===== src/rtl/kgp_risc_pkg.sv =====
// Shared definitions for the KGP RISC execute/writeback slice.
// Holds the opcodes, the FSM states and the default widths.
package kgp_risc_pkg;

  localparam int unsigned KGP_DATA_W  = 32;
  localparam int unsigned KGP_ADDR_W  = 5;
  localparam int unsigned KGP_SHAMT_W = 5;

  localparam logic [2:0] OP_ADD  = 3'd0;
  localparam logic [2:0] OP_COMP = 3'd1;
  localparam logic [2:0] OP_AND  = 3'd2;
  localparam logic [2:0] OP_XOR  = 3'd3;
  localparam logic [2:0] OP_SLL  = 3'd4;
  localparam logic [2:0] OP_SRL  = 3'd5;
  localparam logic [2:0] OP_SRA  = 3'd6;
  localparam logic [2:0] OP_PASS = 3'd7;

  typedef enum logic [1:0] {
    S_IDLE  = 2'd0,
    S_SHIFT = 2'd1,
    S_WB    = 2'd2
  } state_t;

  function automatic logic is_shift(input logic [2:0] op);
    return (op == OP_SLL) || (op == OP_SRL) || (op == OP_SRA);
  endfunction

endpackage


===== src/rtl/exec_writeback_unit_if.sv =====
// Request/register-file-write bundle between the operand source and the execute stage.
interface exec_writeback_unit_if
  import kgp_risc_pkg::*;
#(
  parameter int unsigned DATA_W = KGP_DATA_W,
  parameter int unsigned ADDR_W = KGP_ADDR_W
);
  logic              start;
  logic [2:0]        op;
  logic [DATA_W-1:0] ReadData1;
  logic [DATA_W-1:0] ReadData2;
  logic [ADDR_W-1:0] dest;
  logic              busy;
  logic [ADDR_W-1:0] WriteAddr;
  logic [DATA_W-1:0] WriteData;
  logic              reg_write;
  logic              done;
  logic              carry;
  logic              zero;
  logic              sign;

  modport master (
    output start, op, ReadData1, ReadData2, dest,
    input  busy, WriteAddr, WriteData, reg_write, done, carry, zero, sign
  );

  modport slave (
    input  start, op, ReadData1, ReadData2, dest,
    output busy, WriteAddr, WriteData, reg_write, done, carry, zero, sign
  );
endinterface


===== src/rtl/exec_writeback_unit_shifter.sv =====
// One-bit-per-cycle shifter: load captures operand, amount and direction;
// each step shifts by one and counts down.
module seq_shifter
  import kgp_risc_pkg::*;
#(
  parameter int unsigned DATA_W  = KGP_DATA_W,
  parameter int unsigned SHAMT_W = KGP_SHAMT_W
) (
  input  logic               clka,
  input  logic               rst_n,
  input  logic               load,
  input  logic               step,
  input  logic [2:0]         op,
  input  logic [DATA_W-1:0]  a,
  input  logic [SHAMT_W-1:0] amount,
  output logic [DATA_W-1:0]  shifted,
  output logic               done
);
  localparam logic [SHAMT_W-1:0] CNT_ONE = SHAMT_W'(1);

  logic [DATA_W-1:0]  acc;
  logic [SHAMT_W-1:0] cnt;
  logic               left;
  logic               arith;

  always_ff @(posedge clka or negedge rst_n) begin
    if (!rst_n) begin
      acc   <= '0;
      cnt   <= '0;
      left  <= 1'b0;
      arith <= 1'b0;
    end else if (load) begin
      acc   <= a;
      cnt   <= amount;
      left  <= (op == OP_SLL);
      arith <= (op == OP_SRA);
    end else if (step) begin
      acc <= shifted;
      cnt <= cnt - CNT_ONE;
    end
  end

  // shifted is the acc value after the current step, so the final step's
  // result can be captured in the same edge that retires it.
  assign shifted = left ? {acc[DATA_W-2:0], 1'b0}
                        : {arith & acc[DATA_W-1], acc[DATA_W-1:1]};
  assign done    = step && (cnt == CNT_ONE);

endmodule


===== src/rtl/exec_writeback_unit.sv =====
// Multi-cycle execute stage: single-cycle ALU ops, iterative shifts,
// and the registered RegisterFile write port plus status flags.
module exec_writeback_unit
  import kgp_risc_pkg::*;
#(
  parameter int unsigned DATA_W  = KGP_DATA_W,
  parameter int unsigned ADDR_W  = KGP_ADDR_W,
  parameter int unsigned SHAMT_W = KGP_SHAMT_W
) (
  input  logic                  clka,
  input  logic                  rst_n,
  exec_writeback_unit_if.slave  bus
);
  localparam logic [DATA_W-1:0] DATA_ONE = DATA_W'(1);

  state_t             state;
  state_t             state_next;
  logic [DATA_W-1:0]  alu_result;
  logic               alu_carry;
  logic [DATA_W:0]    sum;
  logic [SHAMT_W-1:0] amount;
  logic               shift_req;
  logic               accept;
  logic               sh_load;
  logic               sh_step;
  logic               sh_done;
  logic [DATA_W-1:0]  sh_shifted;
  logic               load_wb;
  logic [DATA_W-1:0]  wb_data;
  logic               wb_carry;
  logic [ADDR_W-1:0]  wb_dest;
  logic [ADDR_W-1:0]  dest_q;

  assign amount    = bus.ReadData2[SHAMT_W-1:0];
  assign shift_req = is_shift(bus.op) && (amount != '0);
  assign accept    = (state == S_IDLE) && bus.start;
  assign sh_load   = accept && shift_req;
  assign sh_step   = (state == S_SHIFT);
  assign load_wb   = (accept && !shift_req) || sh_done;
  assign bus.busy  = (state != S_IDLE);

  seq_shifter #(
    .DATA_W  (DATA_W),
    .SHAMT_W (SHAMT_W)
  ) u_shifter (
    .clka    (clka),
    .rst_n   (rst_n),
    .load    (sh_load),
    .step    (sh_step),
    .op      (bus.op),
    .a       (bus.ReadData1),
    .amount  (amount),
    .shifted (sh_shifted),
    .done    (sh_done)
  );

  assign sum = {1'b0, bus.ReadData1} + {1'b0, bus.ReadData2};

  always_comb begin
    alu_result = bus.ReadData1;
    alu_carry  = 1'b0;
    case (bus.op)
      OP_ADD:  begin
        alu_result = sum[DATA_W-1:0];
        alu_carry  = sum[DATA_W];
      end
      OP_COMP: begin
        alu_result = ~bus.ReadData2 + DATA_ONE;
        alu_carry  = (bus.ReadData2 == '0);
      end
      OP_AND:  alu_result = bus.ReadData1 & bus.ReadData2;
      OP_XOR:  alu_result = bus.ReadData1 ^ bus.ReadData2;
      default: alu_result = bus.ReadData1;
    endcase
  end

  always_comb begin
    state_next = state;
    case (state)
      S_IDLE:  if (bus.start) state_next = shift_req ? S_SHIFT : S_WB;
      S_SHIFT: if (sh_done) state_next = S_WB;
      S_WB:    state_next = S_IDLE;
      default: state_next = S_IDLE;
    endcase
  end

  always_ff @(posedge clka or negedge rst_n) begin
    if (!rst_n) state <= S_IDLE;
    else        state <= state_next;
  end

  // Write-port and flag registers load on the edge entering WB, so they
  // present the result during the WB cycle and hold it afterwards.
  assign wb_data  = sh_step ? sh_shifted : alu_result;
  assign wb_carry = sh_step ? 1'b0 : alu_carry;
  assign wb_dest  = sh_step ? dest_q : bus.dest;

  always_ff @(posedge clka or negedge rst_n) begin
    if (!rst_n) begin
      dest_q        <= '0;
      bus.WriteAddr <= '0;
      bus.WriteData <= '0;
      bus.reg_write <= 1'b0;
      bus.done      <= 1'b0;
      bus.carry     <= 1'b0;
      bus.zero      <= 1'b0;
      bus.sign      <= 1'b0;
    end else begin
      if (accept) dest_q <= bus.dest;
      bus.done      <= load_wb;
      bus.reg_write <= load_wb && (wb_dest != '0);
      if (load_wb) begin
        bus.WriteAddr <= wb_dest;
        bus.WriteData <= wb_data;
        bus.carry     <= wb_carry;
        bus.zero      <= (wb_data == '0);
        bus.sign      <= wb_data[DATA_W-1];
      end
    end
  end

endmodule


===== src/flat_wrapper.sv =====
// flat-port wrapper written by rule: the top's interface ports become plain ports
module exec_writeback_unit_flat import kgp_risc_pkg::*;
#(
  parameter int unsigned DATA_W  = KGP_DATA_W,
  parameter int unsigned ADDR_W  = KGP_ADDR_W,
  parameter int unsigned SHAMT_W = KGP_SHAMT_W
)
  (clka, rst_n, bus_start, bus_op, bus_ReadData1, bus_ReadData2, bus_dest, bus_busy, bus_WriteAddr, bus_WriteData, bus_reg_write, bus_done, bus_carry, bus_zero, bus_sign);
  exec_writeback_unit_if #(.DATA_W(DATA_W), .ADDR_W(ADDR_W)) bus_i ();
  input  logic clka;
  input  logic rst_n;
  input wire logic [$bits(bus_i.start)-1:0] bus_start;
  input wire logic [$bits(bus_i.op)-1:0] bus_op;
  input wire logic [$bits(bus_i.ReadData1)-1:0] bus_ReadData1;
  input wire logic [$bits(bus_i.ReadData2)-1:0] bus_ReadData2;
  input wire logic [$bits(bus_i.dest)-1:0] bus_dest;
  output wire logic [$bits(bus_i.busy)-1:0] bus_busy;
  output wire logic [$bits(bus_i.WriteAddr)-1:0] bus_WriteAddr;
  output wire logic [$bits(bus_i.WriteData)-1:0] bus_WriteData;
  output wire logic [$bits(bus_i.reg_write)-1:0] bus_reg_write;
  output wire logic [$bits(bus_i.done)-1:0] bus_done;
  output wire logic [$bits(bus_i.carry)-1:0] bus_carry;
  output wire logic [$bits(bus_i.zero)-1:0] bus_zero;
  output wire logic [$bits(bus_i.sign)-1:0] bus_sign;
  assign bus_i.start = bus_start;
  assign bus_i.op = bus_op;
  assign bus_i.ReadData1 = bus_ReadData1;
  assign bus_i.ReadData2 = bus_ReadData2;
  assign bus_i.dest = bus_dest;
  assign bus_busy = bus_i.busy;
  assign bus_WriteAddr = bus_i.WriteAddr;
  assign bus_WriteData = bus_i.WriteData;
  assign bus_reg_write = bus_i.reg_write;
  assign bus_done = bus_i.done;
  assign bus_carry = bus_i.carry;
  assign bus_zero = bus_i.zero;
  assign bus_sign = bus_i.sign;
  exec_writeback_unit #(.DATA_W(DATA_W), .ADDR_W(ADDR_W), .SHAMT_W(SHAMT_W)) u_core (.clka(clka), .rst_n(rst_n), .bus(bus_i));
endmodule

===== config.mk =====
export PLATFORM = sky130hd
export DESIGN_NAME = exec_writeback_unit_flat
export DESIGN_NICKNAME = d
export VERILOG_FILES = /design/src/rtl/kgp_risc_pkg.sv /design/src/rtl/exec_writeback_unit_if.sv /design/src/rtl/exec_writeback_unit_shifter.sv /design/src/rtl/exec_writeback_unit.sv /design/src/flat_wrapper.sv
export SDC_FILE = /design/constraint.sdc
export NUM_CORES = 1
export LEC_CHECK = 0
export BUFFER_PORTS_ARGS = -buffer_cell sky130_fd_sc_hd__buf_2
export CAP_MARGIN = 15
export CORE_UTILIZATION = 64
export CTS_BUF_LIST = sky130_fd_sc_hd__clkbuf_4 sky130_fd_sc_hd__clkbuf_8 sky130_fd_sc_hd__clkbuf_16
export DETAILED_ROUTE_END_ITERATION = 7
export GPL_TIMING_DRIVEN = 0
export PLACE_DENSITY = 0.93
export RECOVER_POWER = 100
export SLEW_MARGIN = 20
export SYNTH_ARGS = -nofsm -noshare
export SYNTH_HDL_FRONTEND = slang
export SYNTH_HIERARCHICAL = 1
export SYNTH_SLANG_ARGS = --single-unit

===== constraint.sdc =====
create_clock -name clka -period 8.8 [get_ports clka]
set_clock_uncertainty 0.1 [all_clocks]
set_input_delay 0 -clock clka [delete_from_list [all_inputs] [get_ports clka]]
set_output_delay 0 -clock clka [all_outputs]
set_load 0.05 [all_outputs]

# Word level (Yosys, flattened, before mapping)
# Cells that the tools add are included.
dict set report totals {
  ff_bits 88
  out_inout_bits 43
  inputBits 75
  wordCells 63
}
dict set report classes {
  n_eq_ne 10
  mux 14
  n_addsub 3
  bitwise_logic 4
  reduce_logical 19
}
# cell count
set op_table {}
lappend op_table {{32-bit 2-to-1 mux} 4}
lappend op_table {{32-bit one-hot mux with 4 select lines} 1}
lappend op_table {{32-bit logical NOT} 2}
lappend op_table {{32-bit by 32-bit adder with 33-bit output} 1}
lappend op_table {{32-bit by 1-bit adder with 32-bit output, second input constant} 1}
lappend op_table {{32-bit AND} 1}
lappend op_table {{32-bit NOT} 1}
lappend op_table {{32-bit bitwise XOR} 1}
lappend op_table {{5-bit 2-to-1 mux} 3}
lappend op_table {{5-bit nonzero test} 2}
lappend op_table {{3-bit == test, second input constant} 3}
lappend op_table {{3-bit by 2-bit == test with 1-bit output, second input constant} 2}
lappend op_table {{1-bit logical AND} 6}
lappend op_table {{2-bit 2-to-1 mux} 3}
lappend op_table {{5-bit by 1-bit == test with 1-bit output, second input constant} 1}
lappend op_table {{5-bit by 1-bit subtractor with 5-bit output, second input constant} 1}
lappend op_table {{2-bit inequality test, second input constant} 2}
lappend op_table {{2-bit one-hot mux with 2 select lines} 1}
lappend op_table {{2-bit nonzero test} 2}
lappend op_table {{3-bit by 1-bit == test with 1-bit output, second input constant} 1}
lappend op_table {{3-bit logical NOT} 1}
lappend op_table {{1-bit logical OR} 3}
lappend op_table {{2-bit by 1-bit == test with 1-bit output, second input constant} 1}
lappend op_table {{2-bit logical NOT} 1}
lappend op_table {{other kinds (5)} 5}

# Longest topological paths before layout
dict set report logic_depth {
  word_depth 8
  depth_mapped 18
  mapped_depth_nobuf 14
}

# Cells and area by module
# The synthesis kept the hierarchy.
# module instances cells_each area_each_um2 seq_area_each_um2
set by_module_without_submodules {}
lappend by_module_without_submodules {exec_writeback_unit 1 820 6312.3 1201.2}
lappend by_module_without_submodules {seq_shifter 1 217 2352.3 975.9}

# Worst setup path after synthesis
# No wires, ideal clock.
dict set report synth_path {
  path_kind {reg-to-reg}
  startpoint {register u_core.state[1]}
  endpoint {register u_core.bus.zero}
  t_arrival_ns 3.861
  synth_period_minus_slack_ns 4.038
  path_buffers 6
  stages_incl_launch_ff 19
  path_slack_ns 4.762
  required_ns 8.624
  setup_ns 0.076
  path_cell_list {dfrtp_1 > nand2b_1 > buf_6 > inv_2 > clkbuf_1 > clkbuf_1 > buf_1 > buf_4 > buf_4 > and4b_1 > a21oi_2 > inv_2 > o211ai_1 > or4_1 > nor4_2 > o2111ai_1 > nor4_1 > nand4_1 > o21ai_1}
}
dict set report synth_via {
  word_cells_on_any_way 8
  cone_classes {eq/ne: 1; mux: 1; reduce/logical: 6}
}
# element line
set synth_rtl {}
lappend synth_rtl {{from (decl)} exec_writeback_unit.sv:16} ;# state_t state;
lappend synth_rtl {{from (signal assigned)} exec_writeback_unit.sv:89} ;# else state <= state_next;
lappend synth_rtl {{2-bit by 1-bit == test with 1-bit output} exec_writeback_unit.sv:38} ;# assign sh_step = (state == S_SHIFT);
lappend synth_rtl {{net u_core.sh_step} exec_writeback_unit.sv:25} ;# logic sh_step;
lappend synth_rtl {{1-bit logical AND} exec_writeback_unit_shifter.sv:47} ;# assign done = step && (cnt == CNT_ONE);
lappend synth_rtl {{net u_core.sh_done} exec_writeback_unit.sv:26} ;# logic sh_done;
lappend synth_rtl {{1-bit logical OR} exec_writeback_unit.sv:39} ;# assign load_wb = (accept && !shift_req) || sh_done;
lappend synth_rtl {{to (signal assigned)} exec_writeback_unit.sv:116} ;# bus.zero <= (wb_data == '0);
lappend synth_rtl {{to (decl)} exec_writeback_unit_if.sv:29} ;# output busy, WriteAddr, WriteData, reg_write, done, carry, zero, sign
# The timed path passes the listed nets, and every way through them passes these cells.
# A chain may end at the register's enable or synchronous reset.

# Final worst setup path
# Same ends and word-level chain as after synthesis.

==> flow_metrics.py <==
metrics = {
    "die": {
        "die_width_microns": 118,
        "placement_rows": 42,
        "floorplan.io_pins": 118,
        "core-area_sq_mm": 0.0132,
        "design.die.area_sq_mm": 0.0140,
        "start_util_pct": 65.4,
        "dieHeight_microns": 118,
    },
    "drt": {
        "num_vias": 10100,
        "detail_route.drc_violations": 0,
        "avgViaCountPerCell": 7.28,
        "drt_first_iter_violations": 1591,
        "avgRoutedWirePerCell_microns": 24.6,
        "antenna_violating_nets_post_route": 0,
        "detailedRoute.firstPassIterationCount": 8,
        "finalWirelength_microns": 34300,
    },
    "finish": {
        "fillers": 911,
        "area_delta_synth_final_pct": 16.9,
        "most_common_cell_after_layout_fill_and_taps_aside": "sky130_fd_sc_hd__nand2_1",
        "most-common-layout-cells": "sky130_fd_sc_hd__nand2_1, sky130_fd_sc_hd__clkbuf_1, sky130_fd_sc_hd__o21ai_0",
        "final_net_count": 1324,
        "drive_gt1_share_pct": 16.0,
        "final_core_utilization_pct": 76.5,
    },
    "worst_hold_path": {
        "hold_path.startpoint": "bus_ReadData2[31]",
        "min_path_type": "in -> reg",
        "min_path_cells": 4,
        "hold_path_end": "u_core/bus.carry",
    },
    "timing": {
        "final.min_clock_period_ps": 7190,
        "count_of_endpoints_failing_hold_in_the_final_timing_report": 0,
        "relSlewSlack_pct": -73.6,
        "worst-slew-pin-transition_ps": 2600,
        "rsz0062_at_grt": "no",
        "setup_viol_count_final": 0,
        "slew_viol_final": 90,
        "final.hold.worst_slack_ps": 119,
        "fin_tns_setup_ps": 0,
        "highest_clock_rate_mhz": 139,
        "post-route-period-util_pct": 81.7,
    },
    "grt": {
        "grt_start_max_net_pins": 51,
        "groute.usage.overall_pct": 48.5,
        "initial_antenna_violation_count": 1,
        "grt_first_pass_wirelength_microns": 52200,
        "overflow": 0,
        "first_global_vias": 9369,
    },
    "setup_path": {
        "worst_path_most_repeated_cell": "sky130_fd_sc_hd__clkbuf_1",
        "worstSetupStartpointType": "register",
        "path_delay_family": "buffers and inverters",
        "reg2reg_from": "u_core/state[1]",
        "required_ps": 8970,
        "worst-endpoint-arrival_ps": 7360,
        "critPathKind": "reg -> reg",
        "r2r-end": "u_core/bus.zero",
        "r2r_slack_ps": 1610,
        "critPathCaptureType": "register",
        "worst_r2r_path_depth": 18,
        "crit_path_cell_trace": "nand2b_1 > clkbuf_1 > inv_1 > clkbuf_1 > clkbuf_1 > clkbuf_1 > clkbuf_1 > clkbuf_1 > and4b_1 > a21oi_1 > inv_1 > o211ai_1 > or4_1 > nor4_1 > o2111ai_1 > nor4_1 > nand4_1 > o21ai_1",
        "worst-path-buf-inv": 8,
        "cp_slowest_stage_delay_ps": 710,
        "critical_path_peak_fanout": 13,
        "worstSetupPathDepth": 18,
        "timing.critical_path.slowest_stage_cell": "sky130_fd_sc_hd__clkbuf_1",
    },
    "run": {
        "max_cap_violations": 2,
    },
    "place": {
        "port-buffer-count": 117,
        "post-dp-hpwl_microns": 24000,
        "place.gp.congestion": 1.02,
    },
    "yosys": {
        "yosys_warnings": 6,
        "synth_flop_cell": "sky130_fd_sc_hd__dfrtp_1",
        "synth_top_family_by_area": "compound AO/OA/AOI/OAI gates",
        "area_share_of_xor_xnor_cells_in_the_synthesized_design_pct": 3.54,
        "synth_area_leaders": "sky130_fd_sc_hd__dfrtp_1, sky130_fd_sc_hd__nand2_1, sky130_fd_sc_hd__mux2i_1",
        "yosys.area_share.simple_pct": 21.9,
        "mappedNetlistNets": 1149,
        "synth_sequential_area_ratio_pct": 25.1,
        "yosys.area.top_type_share_pct": 25.1,
        "post_synthesis_compound_gate_area_fraction_pct": 23.7,
        "post_synth_num_cell_types": 97,
        "synthMuxAreaShare_pct": 14.1,
        "synth_async_sr_flop_share_pct": 100,
        "post_synth_fa_ha_maj_area_fraction_pct": 5.43,
        "synth_area_per_cell_sq_um": 8.36,
        "netlist_instances": 1037,
        "synth_largest_area_cell": "sky130_fd_sc_hd__dfrtp_1",
        "synth_enable_flop_cells": 0,
        "number_of_synthesized_register_bits": 87,
        "netlist_area_sq_mm": 0.00866,
    },
    "power": {
        "power_density_mw_per_mm2": 293,
        "power.leakage_nw": 4.24,
        "vdd_ir_drop_max_mv": 0.155,
    },
    "clock_tree": {
        "path_clk_slew_ps": 60,
        "numClockSinks": 87,
        "clock_tree_from_tritoncts": "done",
        "clockBufferDepth": 2,
        "root_buffer": "sky130_fd_sc_hd__clkbuf_16",
        "worst_skew_pair.late_latency_ps": 340,
        "number_of_buffers_created_by_cts": 9,
        "htree_num_levels": 3,
    },
    "run_status": {
        "outcome": "finished, violations left",
        "failing_checks": "capacitance limit, slew limit",
    },
}
kinds of logic after synthesis:
kind of cell	count (synthesis)
DFF	87
and+or+nand+nor	372
buffers and inverters	92
xor gates and xnor gates	35
AOI/OAI and AO/OA	310
muxes	104
adders and majority gates	37
worst max-delay path by stage:
stage | from | to | slack (ps)
after floorplan | u_core/state[1] | u_core/bus.zero | 4760
after global placement | u_core/state[1] | u_core/bus.zero | 3380
after detailed placement | u_core/state[1] | u_core/bus.zero | 3280
after CTS | u_core/state[1] | u_core/bus.zero | 3210
after global routing | u_core/state[1] | u_core/bus.zero | 1480
final | u_core/state[1] | u_core/bus.zero | 1610
cells in the mapped netlist, types with 5 or more instances:
cell type	instances
sky130_fd_sc_hd__nand2_1	160
sky130_fd_sc_hd__dfrtp_1	87
sky130_fd_sc_hd__o21ai_0	72
sky130_fd_sc_hd__nor2_1	57
sky130_fd_sc_hd__a21oi_1	53
sky130_fd_sc_hd__mux2i_1	46
sky130_fd_sc_hd__clkbuf_1	40
sky130_fd_sc_hd__ha_1	36
sky130_fd_sc_hd__mux2_2	32
sky130_fd_sc_hd__o21ai_1	28
sky130_fd_sc_hd__mux2_4	25
sky130_fd_sc_hd__nor3_1	23
sky130_fd_sc_hd__inv_1	21
sky130_fd_sc_hd__xnor2_1	20
sky130_fd_sc_hd__a31oi_1	16
sky130_fd_sc_hd__or3_1	16
sky130_fd_sc_hd__xor2_1	15
sky130_fd_sc_hd__a21o_1	14
sky130_fd_sc_hd__a221oi_1	14
sky130_fd_sc_hd__nand3_1	14
sky130_fd_sc_hd__o211ai_1	14
sky130_fd_sc_hd__nor4_1	13
sky130_fd_sc_hd__nand4_1	11
sky130_fd_sc_hd__a211oi_1	10
sky130_fd_sc_hd__o31ai_1	10
sky130_fd_sc_hd__nand2b_1	9
sky130_fd_sc_hd__buf_2	8
sky130_fd_sc_hd__clkbuf_8	8
sky130_fd_sc_hd__o21a_1	8
sky130_fd_sc_hd__and2_1	6
sky130_fd_sc_hd__nor2b_1	6
sky130_fd_sc_hd__nor4b_1	6
sky130_fd_sc_hd__o221ai_1	6
sky130_fd_sc_hd__nor3b_1	5
sky130_fd_sc_hd__o2111ai_1	5
sky130_fd_sc_hd__o22ai_1	5
worst min-delay path, delay by kind of cell:
kind | cells | cell delay, ps
fa+ha+maj | 1 | 170
compound gates | 2 | 230
buf+inv | 1 | 130
per-stage QoR:
| step | worst slack [ps] | cell area (sq um) | total power, W | std cells |
|---|---|---|---|---|
| 2_1_floorplan | 4760 | 8660 | 0.00199 | 1037 |
| 3_3_place_gp | 3380 | 9470 | 0.00242 | 1330 |
| 3_5_place_dp | 3280 | 9500 | 0.00247 | 1331 |
| 4_1_cts | 3210 | 10300 | 0.00291 | 1393 |
| 5_1_grt | 1480 | 10100 | 0.00306 | 1394 |
| 6_report | 1610 | 10100 | 0.00297 | 1394 |
what timing repair did:
item | in CTS | in global routing
endpoints found under the hold margin | 137 | 0
endpoints found under the setup margin | 0 | 0
resized for setup | 0 | 0
hold buffers | 46 | 0
buffers inserted | 0 | 0
state kept, by name, summed over array words and instances (netlist names):
signal,flops
u_core/u_shifter/cnt,5
u_core/bus.WriteData,32
u_core/bus.carry,1
u_core/u_shifter/acc,32
u_core/bus.zero,1
u_core/bus.reg_write,1
u_core/state,2
u_core/u_shifter/arith,1
u_core/dest_q,5
u_core/bus.done,1
u_core/u_shifter/left,1
u_core/bus.WriteAddr,5
power by group:
part           switching, W  total, W  internal, W
sequential         0.000153  0.000748     0.000595
clock              0.000162  0.000393     0.000231
combinational       0.00123   0.00183     0.000599
area by class of cell:
type                            instances  area, sq um  area share (%)
Clock buffer                           11          246            2.43
Tap cell                              176          220            2.17
Multi-Input combinational cell        858         5930            58.5
Antenna cell                            1         2.50          0.0247
Sequential cell                        87         2180            21.5
Inverter                               24         90.1           0.889
Clock inverter                          5         56.3           0.556
Buffer                                 68          413            4.08
Timing Repair Buffer                  164          995            9.82
routing by layer:
layer | up-vias | global-route usage (%) | wire length [microns]
met5 | - | 0 | 0
met4 | 0 | 27.8 | 2460
met3 | 282 | 16.6 | 5260
met2 | 1035 | 73.2 | 14400
met1 | 4598 | 60.3 | 12200
li1 | 4231 | - | -
No activity file was read; power rests on OpenSTA's default activity.
